===== config.mk =====
export PLATFORM = sky130hd
export DESIGN_NAME = shift_add_multiplier
export DESIGN_NICKNAME = d
export VERILOG_FILES = /design/src/rtl/shift_add_multiplier.sv
export SDC_FILE = /design/constraint.sdc
export NUM_CORES = 1
export LEC_CHECK = 0
export CELL_PAD_IN_SITES_DETAIL_PLACEMENT = 1
export CELL_PAD_IN_SITES_GLOBAL_PLACEMENT = 2
export CORE_MARGIN = 4
export CORE_UTILIZATION = 27
export CTS_CLUSTER_SIZE = 25
export DETAILED_ROUTE_END_ITERATION = 6
export PLACE_DENSITY = 0.83
export SLEW_MARGIN = 20
export SYNTH_ARGS = -nofsm -noshare
export SYNTH_HDL_FRONTEND = slang
export SYNTH_SLANG_ARGS = --single-unit
export TNS_END_PERCENT = 1

===== constraint.sdc =====
create_clock -name clk -period 3.7 [get_ports clk]
set_clock_uncertainty 0.1 [all_clocks]
set_input_delay 0.37 -clock clk [delete_from_list [all_inputs] [get_ports clk]]
set_output_delay 0.37 -clock clk [all_outputs]
set_load 0.01 [all_outputs]

===== src/rtl/shift_add_multiplier.sv =====
// Sequential unsigned WIDTHxWIDTH shift-add multiplier. One partial product per
// RUN cycle is formed by an external (WIDTH+1)-bit adder wired to the add_* ports.
module shift_add_multiplier #(
  parameter int WIDTH = 8  // only 8 is supported; the adder must be WIDTH+1 bits
) (
  input  logic                 clk,
  input  logic                 rst,
  input  logic                 start,
  input  logic [WIDTH-1:0]     a,
  input  logic [WIDTH-1:0]     b,
  output logic                 busy,
  output logic                 done,
  output logic [2*WIDTH-1:0]   product,
  output logic [WIDTH:0]       add_a,
  output logic [WIDTH:0]       add_b,
  output logic                 add_cin,
  input  logic [WIDTH:0]       add_sum,
  input  logic                 add_cout,
  output logic [1:0]           dbg_state
);

  localparam int CNT_W = $clog2(WIDTH);
  localparam logic [CNT_W-1:0] LAST_STEP = CNT_W'(WIDTH - 1);

  typedef enum logic [1:0] {
    IDLE = 2'd0,
    RUN  = 2'd1,
    DONE = 2'd2
  } state_e;

  state_e               state_q, state_d;
  logic [WIDTH-1:0]     m_q, m_d;
  logic [WIDTH-1:0]     acc_q, acc_d;
  logic [WIDTH-1:0]     q_q, q_d;
  logic [CNT_W-1:0]     cnt_q, cnt_d;
  logic [2*WIDTH-1:0]   product_q, product_d;
  logic                 done_q, done_d;
  logic                 busy_q, busy_d;

  // Carry-out can never be set since acc and m both fit in WIDTH bits.
  logic unused_cout;
  assign unused_cout = add_cout;

  always_comb begin
    add_a = '0;
    add_b = '0;
    if (state_q == RUN) begin
      add_a = {1'b0, acc_q};
      add_b = q_q[0] ? {1'b0, m_q} : '0;
    end
  end

  assign add_cin = 1'b0;

  always_comb begin
    state_d   = state_q;
    m_d       = m_q;
    acc_d     = acc_q;
    q_d       = q_q;
    cnt_d     = cnt_q;
    product_d = product_q;
    done_d    = 1'b0;
    busy_d    = busy_q;
    case (state_q)
      IDLE: begin
        if (start) begin
          m_d     = a;
          q_d     = b;
          acc_d   = '0;
          cnt_d   = '0;
          state_d = RUN;
          busy_d  = 1'b1;
        end
      end
      RUN: begin
        // Add then shift the 2*WIDTH+1 bit {sum, Q} right by one in a single step.
        acc_d = add_sum[WIDTH:1];
        q_d   = {add_sum[0], q_q[WIDTH-1:1]};
        cnt_d = cnt_q + 1'b1;
        if (cnt_q == LAST_STEP) begin
          state_d   = DONE;
          product_d = {add_sum, q_q[WIDTH-1:1]};
          done_d    = 1'b1;
        end
      end
      DONE: begin
        state_d = IDLE;
        busy_d  = 1'b0;
      end
      default: begin
        state_d = IDLE;
        busy_d  = 1'b0;
      end
    endcase
  end

  always_ff @(posedge clk) begin
    if (rst) begin
      state_q   <= IDLE;
      m_q       <= '0;
      acc_q     <= '0;
      q_q       <= '0;
      cnt_q     <= '0;
      product_q <= '0;
      done_q    <= 1'b0;
      busy_q    <= 1'b0;
    end else begin
      state_q   <= state_d;
      m_q       <= m_d;
      acc_q     <= acc_d;
      q_q       <= q_d;
      cnt_q     <= cnt_d;
      product_q <= product_d;
      done_q    <= done_d;
      busy_q    <= busy_d;
    end
  end

  assign busy      = busy_q;
  assign done      = done_q;
  assign product   = product_q;
  assign dbg_state = state_q;

endmodule


==> flow_metrics.tcl, run 1 <==
set metrics [dict create \
    drv_cap 0 \
    p_sw_uw 241 \
    gp_congestion 0.670 \
    track_usage_pct 12.4 \
    htree_levels 2 \
    cp_max_fo 18 \
    path_cells "nor2b_2, and3_1, clkdlybuf4s50_1" \
    worst_setup_path_end_kind "output pin" \
    critPathRequiredTime_ns 3.23 \
    p_clk_share_pct 40.5 \
    final_nets 260 \
    yosysSeqAreaShare_pct 53.3 \
    yosysWarnings 0 \
    p_int_uw 854 \
    synth_area_leaders "dfxtp_1 (53%), a22o_1 (13%), mux2i_1 (4.5%), and2_1 (3.5%), a211oi_1 (3.4%)" \
    synth.distinct_cells 24 \
    powerDensity_nw_per_um2 427 \
    slowest_delay_ns 0.80 \
    cts_buffers 5 \
    cts.sinks 47 \
    startpoint_type "register" \
    ys_ff_latch 47 \
    ctsHoldBuffers 0 \
    dr_total_vias 1438 \
    drt-total-wl_um 4570 \
    clk_pin_slew_ns 0.09 \
    cp.arrival_ns 2.56 \
    swShare_pct 22.0 \
    areaGrowthSynthToFinish_pct 45.3 \
    antenna_found_initial 0 \
    p_comb_share_pct 9.7 \
    post-route-period-util_pct 82.0 \
    drt_iter0_markers 39 \
    initial_core_util_pct 27.8 \
    setup_viol 0 \
    min_period_ns 3.03 \
    numPortBuffers 63 \
    cp_slowest_cell "dfxtp_1" \
    clk_path_buf_depth 2 \
    postCtsSetupBuffers 0 \
    grt_setup_unrepaired "false" \
    syn_area_per_cell_um2 10.4 \
    ctsRootBufferMaster "clkbuf_8" \
    wl_per_cell_um 14.9 \
    grt_pass1_vias 1504 \
    synth_area_um2 1770 \
    yosysTopAreaCell "dfxtp_1" \
    dieArea_um2 7900 \
    vias_per_cell 4.68 \
    status "finished, final reports clean" \
    route.detailed.drc 0 \
    hp-class "reg -> reg" \
    placementRows 29 \
    die_y_um 88.9 \
    vdd_drop_max_uv 167 \
    hold_viol_final 0 \
    slew_viol_final 0 \
    synth_top_area_share_pct 53.3 \
    n_antenna_cell 0 \
    max_freq_mhz 330 \
    timing.setup.tns_ns 0 \
    netlist_instances 170 \
    crit_type "reg -> out" \
    grt_overflow_total 0 \
    slew_headroom_pct 46.7 \
    p_total_mw 1.10 \
    cts_tree "done" \
    seq_power_share_pct 49.8 \
    drtAntennaViolNets 0 \
    clock_latency_ns 0.30 \
    grt_max_degree 22 \
    dr.pass1.iters 4 \
    power_leakage_nw 1.01 \
    grt_first_pass_wirelength_um 7610 \
    fp.dieW_um 88.9 \
    cts_resized 0 \
    hpwl_um 3200 \
    coreArea_um2 6350 \
    pin_count 68 \
    drive_gt1_share_pct 6.52 \
    worstMarginPinSlew_ns 0.799 \
]
power by group through the flow:
stage / sequential (mW) / combinational [mW] / clock, mW
after floorplan: 0.549 / 0.0619 / 0
after global placement: 0.557 / 0.106 / 0
after detailed placement: 0.557 / 0.108 / 0
after CTS: 0.546 / 0.108 / 0.460
after global routing: 0.550 / 0.118 / 0.482
final: 0.545 / 0.106 / 0.444
area by class of cell:
| type | count | area, µm² |
|---|---|---|
| Timing Repair Buffer | 65 | 646 |
| Fill cell | 722 | 3780 |
| Inverter | 1 | 3.75 |
| Clock inverter | 3 | 67.6 |
| Multi-Input combinational cell | 109 | 744 |
| Sequential cell | 47 | 941 |
| Tap cell | 77 | 96.3 |
| Clock buffer | 5 | 68.8 |
Yosys cell counts:
master,n
buf_2,5
mux2i_1,8
clkbuf_1,5
and3_1,8
a211oi_1,8
a21oi_1,10
o21ba_1,1
nand2_1,16
inv_1,1
buf_4,4
nor2b_2,1
mux2_2,1
a22o_1,26
conb_1,1
nor2_1,9
nand2b_1,1
buf_6,1
dfxtp_1,47
or3b_1,1
a21oi_2,1
nor3_1,1
ha_1,2
and2_1,10
nor3b_2,2
cell usage in the layout (no fill, tap or decap), drive strengths merged:
cell / Yosys / layout
dfxtp: 47 / 47
nor3b: 2 / 2
and3: 8 / 8
a211oi: 8 / 8
nor2: 9 / 9
a21oi: 11 / 11
nand2: 16 / 16
inv: 1 / 1
or3b: 1 / 1
o21ba: 1 / 1
clkinvlp: 0 / 1
bufinv: 0 / 2
mux2: 1 / 1
buf: 10 / 2
nand2b: 1 / 1
and2: 10 / 10
mux2i: 8 / 8
nor2b: 1 / 1
a22o: 26 / 26
conb: 1 / 3
nor3: 1 / 1
clkdlybuf4s50: 0 / 63
clkbuf: 5 / 5
ha: 2 / 2
state kept, by name (all words and copies together) (netlist names):
name       count
acc_q          8
busy           1
cnt_q          3
dbg_state      2
done           1
m_q            8
product       16
q_q            8
kinds of logic after synthesis:
logic type	Yosys count	share of synthesized area, %
flip-flops	47	53.3
AND/OR/NAND/NOR	49	14.7
adder cells (fa/ha/maj)	2	1.42
AO/OA/AOI/OAI	46	20.2
multiplexers	9	5.17
other	1	0.212
buffers and inverters	16	5.03
worst max-delay path: cells and delay by family (launching register included):
family,cells,cell delay [ns]
and+or+nand+nor,2,0.93
buffers and inverters,1,0.54
DFF,1,0.80
per-layer routing:
layer  global-route usage (%)  vias up  wire (µm)
li1                         -      715          -
met1                     15.8      683       2090
met2                     21.1       33       2230
met3                     2.49        7        173
met4                     4.12        0         68
met5                        0        -          0
metrics by stage:
step	hold slack (ns)	instance area [µm²]	utilization (%)	setup slack, ns	instances
floorplan	0.332	1770	-	2.10	172
finish	0.357	2570	40.4	0.667	307
global route	0.393	2570	40.4	0.412	307
CTS	0.359	2570	40.4	0.637	307
global placement	0.338	2430	38.3	0.942	299
detailed placement	0.346	2430	38.3	0.979	299
path summary, 6_finish.rpt:
check	start	end	slack, ns	cells past startpoint
min reg2reg	m_q[7]	m_q[7]	0.36	2
max reg2reg	dbg_state[0]	product[7]	1.38	4
min	m_q[7]	m_q[7]	0.36	2
max	dbg_state[0]	add_b[7]	0.67	3
(Power assumes the default switching activity.)
==> inputs of run 2 (changes only) <==
--- a/config.mk
+++ b/config.mk
@@ -8,10 +8,10 @@
 export CELL_PAD_IN_SITES_DETAIL_PLACEMENT = 1
 export CELL_PAD_IN_SITES_GLOBAL_PLACEMENT = 2
 export CORE_MARGIN = 4
-export CORE_UTILIZATION = 27
+export CORE_UTILIZATION = 25
 export CTS_CLUSTER_SIZE = 25
 export DETAILED_ROUTE_END_ITERATION = 6
-export PLACE_DENSITY = 0.83
+export PLACE_DENSITY = 0.78
 export SLEW_MARGIN = 20
 export SYNTH_ARGS = -nofsm -noshare
 export SYNTH_HDL_FRONTEND = slang
==> constraint.sdc (replaced) <==
create_clock -name clk -period 2.8 [get_ports clk]
set_clock_uncertainty 0.1 [all_clocks]
set_input_delay 0.28 -clock clk [delete_from_list [all_inputs] [get_ports clk]]
set_output_delay 0.28 -clock clk [all_outputs]
set_load 0.01 [all_outputs]
==> flow_metrics.tcl, run 2 (synthesis gave the netlist of run 1 again) <==
set metrics [dict create \
    status "finished, final reports clean" \
    powerDensity_nw_per_um2 503 \
    fin_ws_ns 0.347 \
    cp_slowest_cell "nor2b_2" \
    htree_levels 2 \
    finalInstanceArea_um2 2570 \
    timing.setup.tns_ns 0 \
    gp_congestion 0.641 \
    startpoint_type "register" \
    hp-class "reg -> reg" \
    critical-path-top-delay-family "simple AND/OR/NAND/NOR gates" \
    final_cell_mix "clkdlybuf4s50_1 (63), dfxtp_1 (47), a22o_1 (26)" \
    fp.dieW_um 92.1 \
    dr_total_vias 1456 \
    cp.arrival_ns 2.07 \
    final_nets 263 \
    numPortBuffers 63 \
    final_common_cell "clkdlybuf4s50_1" \
    grt_max_degree 21 \
    fillCellCount 795 \
    clk_path_buf_depth 2 \
    worst_setup_path_end_kind "output pin" \
    areaGrowthSynthToFinish_pct 45.5 \
    r2r-end "product[7]" \
    dr.pass1.iters 4 \
    seqCellArea_um2 941 \
    grt_pass1_vias 1545 \
    p_total_mw 1.29 \
    drive_gt1_share_pct 7.73 \
    hold_viol_final 0 \
    hpwl_um 3300 \
    max_freq_mhz 408 \
    critPathRequiredTime_ns 2.42 \
    wl_per_cell_um 14.1 \
    drt_iter0_markers 32 \
    setup_viol 0 \
    placementRows 30 \
    reg2reg_slack_ns 0.81 \
    cp_max_fo 18 \
    postCtsSetupBuffers 0 \
    grt_setup_unrepaired "false" \
    timing.hold.ws_ns 0.359 \
    pin_count 68 \
    grt_overflow_total 0 \
    worstMarginPinSlew_ns 0.735 \
    placed_area_um2 2480 \
    min_period_ns 2.45 \
    met3_usage_pct 2.79 \
    busiest_layer "met2" \
    drt-total-wl_um 4640 \
    critical_path_buf_inv_count 1 \
    ctsHoldBuffers 0 \
    grt_first_pass_wirelength_um 7780 \
    slew_headroom_pct 50.8 \
    drv_cap 0 \
    largest_reg_flops 16 \
    multiInputGateArea_um2 744 \
    preCtsSetupSlack_ns 0.627 \
    coreArea_um2 6830 \
    antenna_found_initial 0 \
    vias_per_cell 4.43 \
    hp-start "m_q[3]" \
    grt_use_met1_pct 14.1 \
    crit_type "reg -> out" \
    power_leakage_nw 1.00 \
    ctsRootBufferMaster "clkbuf_8" \
    track_usage_pct 11.4 \
    cts_tree "done" \
    cts_buffers 5 \
    cts.sinks 47 \
    slowest_delay_ns 0.57 \
    reg2reg_depth 5 \
    n_antenna_cell 0 \
    path_cells "nor2b_2, and3_1, clkdlybuf4s50_1" \
    clock_latency_ns 0.30 \
    die_y_um 92.1 \
    vdd_drop_max_uv 187 \
    drtAntennaViolNets 0 \
    cts_resized 0 \
    met2_usage_pct 19.3 \
    post-route-period-util_pct 87.6 \
    clk_pin_slew_ns 0.09 \
    hold_end "m_q[3]" \
    dieArea_um2 8480 \
    holdPathStages 2 \
    initial_core_util_pct 25.9 \
    timing.rr.start "dbg_state[0]" \
    route.detailed.drc 0 \
    slew_viol_final 0 \
]
## run 2: changes by cell type in the layout (fill, tap and decap cells not counted), sizes merged
cell | previous run | this run
bufinv | 2 | 0
buf | 2 | 5
clkinv | 0 | 2
## run 2: area by class of cell
cell class	count	area share [%]
sequential	47	36.6
multi-input combinational	109	29.0
timing repair buffer	68	26.0
tap	96	4.67
clock buffer	5	2.68
clock inverter	3	0.973
inverter	1	0.146
## run 2: stage by stage
stage | utilization [%] | instances
after global routing | 37.6 | 329
after CTS | 37.6 | 329
after floorplan | - | 172
final | 37.6 | 329
after global placement | 36.3 | 321
after detailed placement | 36.3 | 321
## run 2: worst reg2reg max path, cell delays in order (launching register included)
cell	delay (ns)
dfxtp_1	0.34
buf_4	0.24
nor3b_2	0.20
buf_4	0.21
and2_1	0.60
a22o_1	0.25
## run 2: where the power goes
group / switching (mW) / leakage [nW] / total [mW] / internal [mW]
Combinational: 0.0706 / 0.577 / 0.151 / 0.0806
Sequential: 0.0181 / 0.384 / 0.714 / 0.696
Clock: 0.250 / 0.0443 / 0.429 / 0.179
Total: 0.338 / 1.00 / 1.29 / 0.955
## run 2: how the worst max path moves through the flow
stage	startpoint	endpoint	slack (ns)	cells past startpoint
floorplan	cnt_q[0]	product[10]	1.28	6
global placement	dbg_state[1]	add_b[6]	0.63	3
detailed placement	dbg_state[1]	add_b[5]	0.63	3
CTS	dbg_state[1]	add_b[6]	0.27	3
global route	dbg_state[1]	add_b[6]	0.15	3
finish	dbg_state[1]	add_b[5]	0.35	3
## run 2: metal layers
| layer | part of all wire (%) | vias to the layer above |
|---|---|---|
| met3 | 3.9 | 5 |
| met4 | 1.4 | 0 |
| li1 | - | 721 |
| met2 | 49 | 32 |
| met5 | 0 | - |
| met1 | 45 | 698 |
